==> src/rtl/instr_fetch_queue_pkg.sv <==
// rtl/instr_fetch_queue_pkg.sv - shared opcode constant and fetch FSM state type
package instr_fetch_queue_pkg;

  localparam logic [5:0] OPC_HALT = 6'b111111;

  typedef enum logic [1:0] {
    IDLE   = 2'd0,
    FETCH  = 2'd1,
    DRAIN  = 2'd2,
    HALTED = 2'd3
  } state_t;

  function automatic logic is_halt(input logic [5:0] opc);
    return opc == OPC_HALT;
  endfunction

endpackage

==> src/rtl/instr_fetch_queue_fetch_fifo.sv <==
// rtl/instr_fetch_queue_fetch_fifo.sv - {pc, instr} buffer with flush and occupancy count
module fetch_fifo #(
  parameter int WIDTH = 64,
  parameter int DEPTH = 4
) (
  input  logic                     clk,
  input  logic                     rst_n,
  input  logic                     push,
  input  logic [WIDTH-1:0]         push_data,
  input  logic                     pop,
  input  logic                     flush,
  output logic [WIDTH-1:0]         head_data,
  output logic [$clog2(DEPTH):0]   count,
  output logic                     empty,
  output logic                     full
);

  localparam int PTR_W = $clog2(DEPTH);
  localparam logic [PTR_W:0] PTR_ONE = (PTR_W+1)'(1);

  logic [WIDTH-1:0] mem [DEPTH];
  logic [PTR_W:0]   wr_ptr;
  logic [PTR_W:0]   rd_ptr;

  // Extra pointer MSB distinguishes full from empty when the index bits match.
  always_ff @(posedge clk or negedge rst_n) begin
    if (!rst_n) begin
      wr_ptr <= '0;
      rd_ptr <= '0;
    end else if (flush) begin
      wr_ptr <= '0;
      rd_ptr <= '0;
    end else begin
      if (push) wr_ptr <= wr_ptr + PTR_ONE;
      if (pop)  rd_ptr <= rd_ptr + PTR_ONE;
    end
  end

  always_ff @(posedge clk) begin
    if (push && !flush) mem[wr_ptr[PTR_W-1:0]] <= push_data;
  end

  assign head_data = mem[rd_ptr[PTR_W-1:0]];
  assign count     = wr_ptr - rd_ptr;
  assign empty     = (wr_ptr == rd_ptr);
  assign full      = (wr_ptr[PTR_W] != rd_ptr[PTR_W]) &&
                     (wr_ptr[PTR_W-1:0] == rd_ptr[PTR_W-1:0]);

endmodule

==> src/rtl/instr_fetch_queue.sv <==
// rtl/instr_fetch_queue.sv - fetch stage: PC, single-outstanding imem reads, decode FIFO
module instr_fetch_queue
  import instr_fetch_queue_pkg::*;
#(
  parameter int ADDR_W = 32,
  parameter int DATA_W = 32,
  parameter int DEPTH  = 4
) (
  input  logic                     clk,
  input  logic                     rst_n,
  input  logic [ADDR_W-1:0]        boot_pc,
  input  logic                     start,
  output logic                     imem_req,
  output logic [ADDR_W-1:0]        imem_addr,
  input  logic                     imem_rvalid,
  input  logic [DATA_W-1:0]        imem_rdata,
  input  logic                     redirect_valid,
  input  logic [ADDR_W-1:0]        redirect_pc,
  output logic                     dec_valid,
  output logic [DATA_W-1:0]        dec_instr,
  output logic [ADDR_W-1:0]        dec_pc,
  input  logic                     dec_ready,
  output logic                     halted,
  output logic [$clog2(DEPTH):0]   fifo_count
);

  state_t              state_q;
  state_t              state_d;
  logic [ADDR_W-1:0]   fetch_pc;
  logic [ADDR_W-1:0]   req_addr;
  logic                inflight;
  logic                drop;

  logic                redirect_act;
  logic                push;
  logic                pop;
  logic                push_halt;
  logic                head_halt;
  logic                fifo_empty;
  logic                fifo_full;
  logic [ADDR_W+DATA_W-1:0] head_data;
  logic [ADDR_W-1:0]   head_pc;
  logic [DATA_W-1:0]   head_instr;

  fetch_fifo #(
    .WIDTH (ADDR_W + DATA_W),
    .DEPTH (DEPTH)
  ) u_fifo (
    .clk       (clk),
    .rst_n     (rst_n),
    .push      (push),
    .push_data ({req_addr, imem_rdata}),
    .pop       (pop),
    .flush     (redirect_act),
    .head_data (head_data),
    .count     (fifo_count),
    .empty     (fifo_empty),
    .full      (fifo_full)
  );

  assign head_pc    = head_data[ADDR_W+DATA_W-1:DATA_W];
  assign head_instr = head_data[DATA_W-1:0];
  assign head_halt  = is_halt(head_instr[DATA_W-1 -: 6]);
  assign push_halt  = push && is_halt(imem_rdata[DATA_W-1 -: 6]);

  assign redirect_act = redirect_valid && (state_q == FETCH || state_q == DRAIN);

  assign dec_valid = !fifo_empty && (state_q != HALTED);
  assign dec_pc    = dec_valid ? head_pc : '0;
  assign dec_instr = dec_valid ? head_instr : '0;
  assign halted    = (state_q == HALTED);

  // A dropped response frees its slot this cycle, so a redirected fetch may issue alongside it.
  assign imem_req  = (state_q == FETCH) && !redirect_act && (!inflight || drop) && !fifo_full;
  assign imem_addr = fetch_pc;

  assign pop  = dec_valid && dec_ready && !redirect_act;
  assign push = imem_rvalid && inflight && !drop && (state_q == FETCH) && !redirect_act;

  always_comb begin
    state_d = state_q;
    unique case (state_q)
      IDLE:    if (start) state_d = FETCH;
      FETCH:   if (redirect_act) state_d = FETCH;
               else if (push_halt) state_d = DRAIN;
      DRAIN:   if (redirect_act) state_d = FETCH;
               else if (pop && head_halt) state_d = HALTED;
      HALTED:  state_d = HALTED;
      default: state_d = IDLE;
    endcase
  end

  always_ff @(posedge clk or negedge rst_n) begin
    if (!rst_n) begin
      state_q  <= IDLE;
      fetch_pc <= '0;
      req_addr <= '0;
      inflight <= 1'b0;
      drop     <= 1'b0;
    end else begin
      state_q <= state_d;

      if (state_q == IDLE && start) fetch_pc <= boot_pc;
      else if (redirect_act)        fetch_pc <= redirect_pc;
      else if (imem_req)            fetch_pc <= fetch_pc + ADDR_W'(1);

      if (imem_req) begin
        inflight <= 1'b1;
        req_addr <= fetch_pc;
      end else if (imem_rvalid) begin
        inflight <= 1'b0;
      end

      // A response landing in the redirect cycle is simply not enqueued; only later ones need drop.
      if (redirect_act)     drop <= inflight && !imem_rvalid;
      else if (imem_rvalid) drop <= 1'b0;
    end
  end

endmodule

==> config.mk <==
export PLATFORM = sky130hd
export DESIGN_NAME = instr_fetch_queue
export DESIGN_NICKNAME = d
export VERILOG_FILES = /design/src/rtl/instr_fetch_queue_pkg.sv /design/src/rtl/instr_fetch_queue_fetch_fifo.sv /design/src/rtl/instr_fetch_queue.sv
export SDC_FILE = /design/constraint.sdc
export NUM_CORES = 1
export LEC_CHECK = 0
export ABC_AREA = 1
export CORE_ASPECT_RATIO = 0.7
export CORE_MARGIN = 2
export CORE_UTILIZATION = 59
export DETAILED_ROUTE_END_ITERATION = 12
export PLACE_DENSITY = 0.95
export SETUP_SLACK_MARGIN = 0.15
export SLEW_MARGIN = 20
export SYNTH_ARGS = -nofsm -noshare
export SYNTH_HDL_FRONTEND = slang
export SYNTH_SLANG_ARGS = --single-unit
==> constraint.sdc <==
create_clock -name clk -period 10.4 [get_ports clk]
set_clock_uncertainty 0.2 [all_clocks]
set_input_delay 2.08 -clock clk [delete_from_list [all_inputs] [get_ports clk]]
set_output_delay 2.08 -clock clk [all_outputs]
set_load 0.02 [all_outputs]
Word-level counts from Yosys, hierarchy flattened
Memories as Yosys holds them, arrays and structs flattened.
Cells that the tools add are included.

word-level totals
  flip-flop bits (word level) = 74
  bits in latches = 0
  memory bits (writable) = 256
  bits in read-only memories = 0
  bits of input ports = 102
  output and inout port bits = 102
  word-level logic and storage cells = 76
  memories = 1

memories
  memory      depth  bits a word  read ports  clocked after memory_dff  write ports  RTL line                            RTL
  u_fifo.mem  4      64           1           0                         1            instr_fetch_queue_fetch_fifo.sv:21  logic [WIDTH-1:0] mem [DEPTH];

cells by class
  $add $sub $neg = 4
  $mul = 0
  divide/modulo/power cells = 0
  $lt $le $gt $ge = 0
  equality and inequality tests = 12
  shift-type cells = 0
  mux-type cells = 20
  bitwise logic cells = 0
  reduce and logical (&&, ||, !) cells = 32

operator list
  kind                                                                     number
  32-bit 2-to-1 mux                                                        5
  32-bit by 1-bit adder with 32-bit output, second input constant          1
  1-bit logical AND                                                        17
  6-bit == test, second input constant                                     2
  3-bit 2-to-1 mux                                                         4
  2-bit 2-to-1 mux                                                         5
  2-bit case mux with 4 select lines                                       1
  2-bit nonzero test                                                       4
  3-bit by 1-bit adder with 3-bit output, second input constant            2
  1-bit zero test                                                          6
  1-bit 2-to-1 mux                                                         5
  2-bit == test, second input constant                                     2
  2-bit inequality test, second input constant                             2
  3-bit == test                                                            1
  3-bit by 1-bit inequality test with 1-bit output, second input constant  1
  3-bit by 2-bit inequality test with 1-bit output, second input constant  1
  3-bit AND reduction                                                      1
  3-bit nonzero test                                                       1
  3-bit subtractor                                                         1
  2-bit by 1-bit == test with 1-bit output, second input constant          1
  2-bit == test                                                            1
  2-bit zero test                                                          1
  1-bit logical OR                                                         2
  1-bit inequality test                                                    1

Longest topological paths before layout
Gate-level depths: netlist of the first run.

  word-level depth = 10
  depth in mapped cells = 14
  gate-level depth less buffers = 12

Hierarchy
A second synthesis of the first run with hierarchy kept.

second synthesis, totals
  cells, all modules = 1852
  area, all modules = 16015.4 um^2

by module, submodules not included
  module             times used  cells each  area an instance (um^2)  seq. area each (um^2)
  fetch_fifo         1           1064        11155.7                  7837.5
  instr_fetch_queue  1           788         4859.7                   1701.6

Worst setup path before layout of the first run
Ideal clock, no wire load.

  path kind = input -> register
  start = in redirect_valid
  end = mem u_fifo.mem[0][0], enable pin
  library setup time = 0.486 ns
  data arrival time = 5.372 ns
  data required time = 9.714 ns
  slack = 4.341 ns
  stages = 4
  buffers on the path = 1
  cell sequence = nand2_1 -> clkbuf_1 -> nand2_1 -> nor2_1

between the ends
  word-level cells in the longest chain between the ends = 6

ends and longest elaborated chain
  what                                      RTL line                                                     RTL
  start: declaration                        instr_fetch_queue.sv:17                                      input logic redirect_valid,
  1-bit logical AND *                       instr_fetch_queue.sv:66                                      assign redirect_act = redirect_valid && (state_q == FETCH || state_q == DRAIN);
  1-bit zero test *                         instr_fetch_queue_fetch_fifo.sv:40, instr_fetch_queue.sv:78
  1-bit logical AND                         instr_fetch_queue.sv:78                                      assign push = imem_rvalid && inflight && !drop && (state_q == FETCH) && !redirect_act;
  1-bit logical AND *                       instr_fetch_queue_fetch_fifo.sv:40                           if (push && !flush) mem[wr_ptr[PTR_W-1:0]] <= push_data;
  1-bit 2-to-1 mux *                        instr_fetch_queue_fetch_fifo.sv:40
  1-bit 2-to-1 mux (not written as such) *  instr_fetch_queue_fetch_fifo.sv:40
  end: declaration                          instr_fetch_queue_fetch_fifo.sv:21

Every way passes the cells marked *; elsewhere a longest branch is shown, timed or not.

Worst setup path after layout of the first run
  start = in redirect_valid
  end = out imem_req

between the ends
  word-level cells in the longest chain between the ends = 5

ends and longest elaborated chain
  what                             RTL line                 RTL
  1-bit logical AND                instr_fetch_queue.sv:66
  1-bit zero test                  instr_fetch_queue.sv:74  assign imem_req = (state_q == FETCH) && !redirect_act && (!inflight || drop) && !fifo_full;
  1-bit logical AND (3 in series)  instr_fetch_queue.sv:74
  end: declaration                 instr_fetch_queue.sv:13  output logic imem_req,

Every way passes these cells.

==> results by group, run 1 <==
Detailed routing
  – Detailed router's first-iteration violation count: 1,220
  – Routed WL per cell: 18.4 µm
  – Final wirelength: 36,700 µm
  – DR vias: 11.4k
  – DRC: 0
  – Drt pass-1 iters: 5
  – Vias/cell: 5.70
  – Antenna Violating Nets Remaining: 0

Synth
  – Top cell type's share of synthesized area: 52.8%
  – Post-synth EDFFs: 256
  – Most frequent cell after synthesis: nor2_1
  – Synth warnings: 0
  – Most area-consuming cells after synthesis: edfxtp_1, dfrtp_1, nor2_1, nand2_1, o21ai_0
  – Primary FF master, synth: edfxtp_1
  – Avg Inst Size Synth: 9.90 µm²
  – Sequential fraction of the synthesis area: 65.5%
  – FF+latch count, synth: 330
  – Post-synthesis instance total: 1,471
  – Post-synth top area cell: edfxtp_1
  – Async SR Flop Fraction: 22.4%
  – Synth top cells by count: nor2_1, edfxtp_1, nand2_1
  – Syn Std Cell Area: 14,600 µm²
  – Cell variety after synth: 32
  – Synth Net Count: 1,587

Power
  – Pwr Density: 291 nW/µm²
  – Leakage: 0.00690 µW
  – Tot Pwr: 5190 µW
  – Maximum vdd drop: 0.210 mV

Worst setup path
  – Critical-path top delay cell: clkdlybuf4s50_1
  – CP endpoint kind: output port
  – Critical Path, Cell by Cell: clkdlybuf4s50_1 -> or2_1 -> nor2_1 -> nand2_2 -> inv_1 -> clkdlybuf4s50_1
  – Worst EP arrival: 4.41 ns
  – CP startpoint kind: input pin
  – CP Class: input pin to output port
  – CP most frequent cell: clkdlybuf4s50_1
  – Req. time, crit path: 8.12 ns
  – Setup slack, reg-to-reg: 6.12 ns
  – Worst-path maximum fanout: 66
  – CP peak stage delay: 0.67 ns

Timing
  – Worst rel slew slack: 33.1%
  – Min Hold Slack: 0.323 ns
  – Setup violators final: 0
  – Peak Freq: 149 MHz
  – Tcrit/Tclk final: 64.4%
  – Fin crit period: 6.69 ns
  – Final WS setup: 3.71 ns
  – Worst Max-Slew Pin Slew: 1.00 ns
  – Max-slew violations: 0
  – Setup TNS: 0 ns
  – RSZ-0062 raised after global routing: false
  – Endpoints failing hold: 0

Place
  – Dpl hpwl: 23,100 µm
  – IO buf count: 203
  – Dpl cells: 1,937
  – Pre-CTS setup slack: 3.71 ns
  – RD Place Congestion: 0.926

Final layout
  – Net count reported at finish: 1,760
  – Area grow syn2layout: 22.6%
  – Layout cells sized above 1: 5.04%
  – N_diodes: 0
  – Non-filler cells, final: 1,993

Job
  – Max-Cap Viols: 0

Clock tree
  – CTS buffer count: 30
  – Hold_buf cts: 0
  – Worst-Skew Late Latency: 0.55 ns
  – Clk sinks: 330
  – Max Root-Sink Buffers: 3
  – Post-CTS Setup Bufs: 0
  – Clock-pin transition on the worst setup and hold timing paths: 0.06 ns
  – Htree depth: 1
  – Post_cts resized: 0
  – Root Buffer: clkbuf_16
  – TritonCTS clock tree: done

Die
  – Core Box Area: 24,400 µm²
  – Die ar.: 26,000 µm²
  – Die Height: 135 µm
  – Row cnt: 48
  – Width of the chip: 192 µm
  – Starting density of the core: 59.6%
  – IO Pins: 204

Global route
  – GRT Total Usage: 28.3%
  – Antenna violations before repair: 0
  – Global-route wire length before repair: 57,300 µm
  – Largest net degree at the start of global routing: 75
  – Vias in the first global route: 11.0k
  – Total grt overflow: 0

Worst hold path
  – Worst hold path type: register to register

Outcome
  – Status: complete, no violations
==> flip-flops by register name, summed over array words and instances, names as in the netlist <==
| signal | flops |
|---|---|
| inflight | 1 |
| req_addr | 32 |
| u_fifo.mem | 256 |
| drop | 1 |
| state_q | 2 |
| u_fifo.rd_ptr | 3 |
| u_fifo.wr_ptr | 3 |
| imem_addr | 32 |
==> per-layer routing <==
metal / part of all wire, % / vias up / routed length (µm) / global-route usage (%)
met3: 10 / 51 / 3750 / 5.46
li1: - / 5304 / - / -
met5: 0 / - / 0 / 0
met4: 1.6 / 0 / 604 / 6.58
met2: 47 / 670 / 17100 / 45.2
met1: 41 / 5330 / 15200 / 40.8
==> layout by cell type, fill, tap and decap left out, types with 2 or more instances in the layout <==
| master | instances |
|---|---|
| nor2_1 | 333 |
| edfxtp_1 | 256 |
| nand2_1 | 239 |
| clkdlybuf4s50_1 | 202 |
| o21ai_0 | 173 |
| a21oi_1 | 118 |
| inv_1 | 83 |
| dfrtp_1 | 72 |
| nand3_1 | 60 |
| clkbuf_16 | 31 |
| ha_1 | 13 |
| buf_4 | 12 |
| clkinv_2 | 8 |
| nor2_4 | 6 |
| bufinv_16 | 6 |
| xor2_1 | 5 |
| clkinv_1 | 5 |
| nor2_2 | 5 |
| o211ai_1 | 5 |
| o21ai_1 | 5 |
| nand2_2 | 4 |
| inv_2 | 4 |
| clkbuf_1 | 4 |
| o22ai_1 | 2 |
| nand4_1 | 2 |
==> through the flow <==
step / util (%) / area, µm²
after floorplan: - / 14600
after global placement: 68.7 / 16800
after detailed placement: 68.7 / 16800
after CTS: 73.1 / 17900
after global routing: 73.1 / 17900
final: 73.1 / 17900
==> worst paths after layout <==
kind	from	end	cells past startpoint
min reg2reg	req_addr[18]	u_fifo.mem[2][50]	0
max reg2reg	u_fifo.rd_ptr[0]	imem_addr[9]	10
max	redirect_valid	imem_req	6
max in group asynchronous	rst_n	u_fifo.rd_ptr[0]	2
min in group asynchronous	rst_n	imem_addr[29]	2
min	req_addr[18]	u_fifo.mem[2][50]	0
==> critical path, delay by kind of cell <==
family | cells | cell delay [ns]
and+or+nand+nor | 3 | 0.96
buffers and inverters | 3 | 1.36
==> kinds of logic (layout without fill, tap and decap cells) <==
group                    after synthesis  in the layout  share of synthesized area [%]
adder cells (fa/ha/maj)               14             14                           1.25
buffers and inverters                162            359                           4.52
AO/OA/AOI/OAI                        306            306                           10.7
flip-flops                           330            330                           65.5
AND/OR/NAND/NOR                      653            653                           17.7
XOR/XNOR                               6              6                          0.361
==> layout make-up <==
class	instances	area, µm²
Fill cell	1555	6580
Multi-Input combinational cell	979	4410
Clock buffer	35	791
Clock inverter	21	268
Inverter	88	330
Sequential cell	330	9540
Tap cell	325	407
Timing Repair Buffer	215	2120
==> power breakdown <==
group	internal (µW)	switching (µW)	total, µW
sequential	1670	262	1930
combinational	779	1320	2090
clock	694	472	1170
total	3140	2050	5190
(Power assumes the default switching activity.)
==> inputs of run 2 (changes only) <==
- CORE_UTILIZATION: 59 -> 55
- PLACE_DENSITY: 0.95 -> 0.9
- clock period: 10.4 -> 6.9 ns (I/O delays scaled with it)
==> run 2 against run 1 <==
  * Utilization is 4.4 points lower
  * Hold slack got worse by 0.011 ns
  * Combinational power rose by 51%
  * Via count fell by 1.5%
  * Worst setup slack got worse by 2.2 ns
  * Largest cell class unchanged
==> results by group, run 2 (synthesis results as in run 1) <==
Die
  – Row cnt: 49
  – Width of the chip: 199 µm
  – IO Pins: 204
  – Die ar.: 27,800 µm²
  – Starting density of the core: 56.3%
  – Core Box Area: 25,900 µm²
  – Die Height: 140 µm

Global route
  – Largest net degree at the start of global routing: 92
  – Total grt overflow: 0
  – Vias in the first global route: 10.7k
  – Antenna violations before repair: 0
  – GRT Total Usage: 25.7%
  – Global-route wire length before repair: 55,900 µm

Timing
  – Endpoints failing hold: 0
  – Worst Max-Slew Pin Slew: 0.959 ns
  – Setup violators final: 0
  – Fin crit period: 5.36 ns
  – Worst rel slew slack: 36.1%
  – Setup TNS: 0 ns
  – Peak Freq: 187 MHz
  – Tcrit/Tclk final: 77.6%
  – RSZ-0062 raised after global routing: false
  – Max-slew violations: 0

Worst setup path
  – Setup slack, reg-to-reg: 2.91 ns
  – CP Class: register to output port
  – CP endpoint kind: output port
  – Worst-path maximum fanout: 51
  – Worst EP arrival: 3.78 ns
  – CP startpoint kind: register
  – Req. time, crit path: 5.32 ns

Detailed routing
  – Drt pass-1 iters: 5
  – Antenna Violating Nets Remaining: 0
  – Detailed router's first-iteration violation count: 1,128
  – Final wirelength: 36,300 µm
  – DRC: 0
  – DR vias: 11.2k
  – Vias/cell: 5.53
  – Routed WL per cell: 18.0 µm

Place
  – Dpl hpwl: 23,300 µm
  – IO buf count: 203
  – RD Place Congestion: 0.932

Final layout
  – Area grow syn2layout: 21.9%
  – Fillers: 1,869
  – FF/Latch Area: 9540 µm²
  – N_diodes: 0
  – Multi-input gate area: 4410 µm²
  – Layout cells sized above 1: 4.32%
  – Final Core Density: 68.6%
  – Largest register FFs: 256
  – Most frequent cells in the layout: nor2_1, edfxtp_1, nand2_1, clkdlybuf4s50_1, o21ai_0
  – Net count reported at finish: 1,761
  – Most common cell after layout, fill and taps aside: nor2_1

Worst hold path
  – Worst hold path type: register to register

Power
  – Maximum vdd drop: 0.295 mV
  – Leakage: 0.00681 µW
  – Combinational cell fraction of total power: 41.6%
  – NetSw: 3050 µW
  – Clock network fraction of total power: 20.1%
  – Switching share of power: 40.1%
  – Register share of total power: 38.3%
  – Power Internal: 4550 µW
  – Pwr Density: 428 nW/µm²

Clock tree
  – CTS buffer count: 30
  – Clk sinks: 330
  – TritonCTS clock tree: done
  – Post-CTS Setup Bufs: 0
  – Htree depth: 1
  – Max Root-Sink Buffers: 3
  – Post_cts resized: 0
  – Worst-Skew Late Latency: 0.54 ns
  – Root Buffer: clkbuf_16
  – Clock-pin transition on the worst setup and hold timing paths: 0.06 ns
  – Hold_buf cts: 0

Outcome
  – Status: complete, no violations

Job
  – Max-Cap Viols: 0
run 2: path summary, 6_finish.rpt:
check / start / end / cells after the start
min in group asynchronous: rst_n / imem_addr[18] / 1
min reg2reg: req_addr[9] / u_fifo.mem[0][41] / 0
min: req_addr[9] / u_fifo.mem[0][41] / 0
max reg2reg: u_fifo.rd_ptr[0] / imem_addr[9] / 11
max in group asynchronous: rst_n / req_addr[8] / 2
max: u_fifo.rd_ptr[0] / dec_pc[26] / 8
run 2: critical path, cell delays in order (launching register included):
cell and delay [ns]:
dfrtp_4 0.81, ha_1 0.35, nand2_1 0.09, inv_1 0.05, nand2_1 0.11, nand2_2 0.35
buf_4 0.45, a21oi_1 0.34, clkdlybuf4s50_1 0.67
run 2: power by group through the flow:
stage	clock network, µW	registers [µW]	logic, µW
after floorplan	0	2870	1840
after global placement	0	2910	3050
after detailed placement	0	2930	3130
after CTS	1550	2890	3150
after global routing	1630	2940	3440
final	1530	2910	3160
run 2: per-layer routing:
| metal | share of wire, % | GRT usage [%] | routed length (µm) | vias up |
|---|---|---|---|---|
| met1 | 43 | 37.6 | 15500 | 5244 |
| met5 | 0 | 0 | 0 | - |
| li1 | - | - | - | 5306 |
| met3 | 10 | 4.77 | 3650 | 56 |
| met2 | 45 | 40.8 | 16500 | 579 |
| met4 | 1.9 | 5.46 | 694 | 0 |
run 2: cell type report:
type                            instances  share of cell area (%)
Clock buffer                           44                    4.64
Clock inverter                         10                   0.451
Inverter                               88                    1.87
Multi-Input combinational cell        979                    24.8
Sequential cell                       330                    53.7
Tap cell                              357                    2.52
Timing Repair Buffer                  216                    12.0
run 2: stage by stage:
stage | hold WS (ns) | std cells | instance area [µm²] | setup slack (ns) | power [µW]
finish | 0.312 | 2024 | 17800 | 1.54 | 7600
global route | 0.326 | 2024 | 17800 | 1.38 | 8010
CTS | 0.308 | 2024 | 17800 | 1.59 | 7600
detailed placement | 0.297 | 1970 | 16900 | 1.96 | 6060
global placement | 0.289 | 1970 | 16900 | 1.96 | 5960
floorplan | 0.264 | 1471 | 14600 | 1.54 | 4710
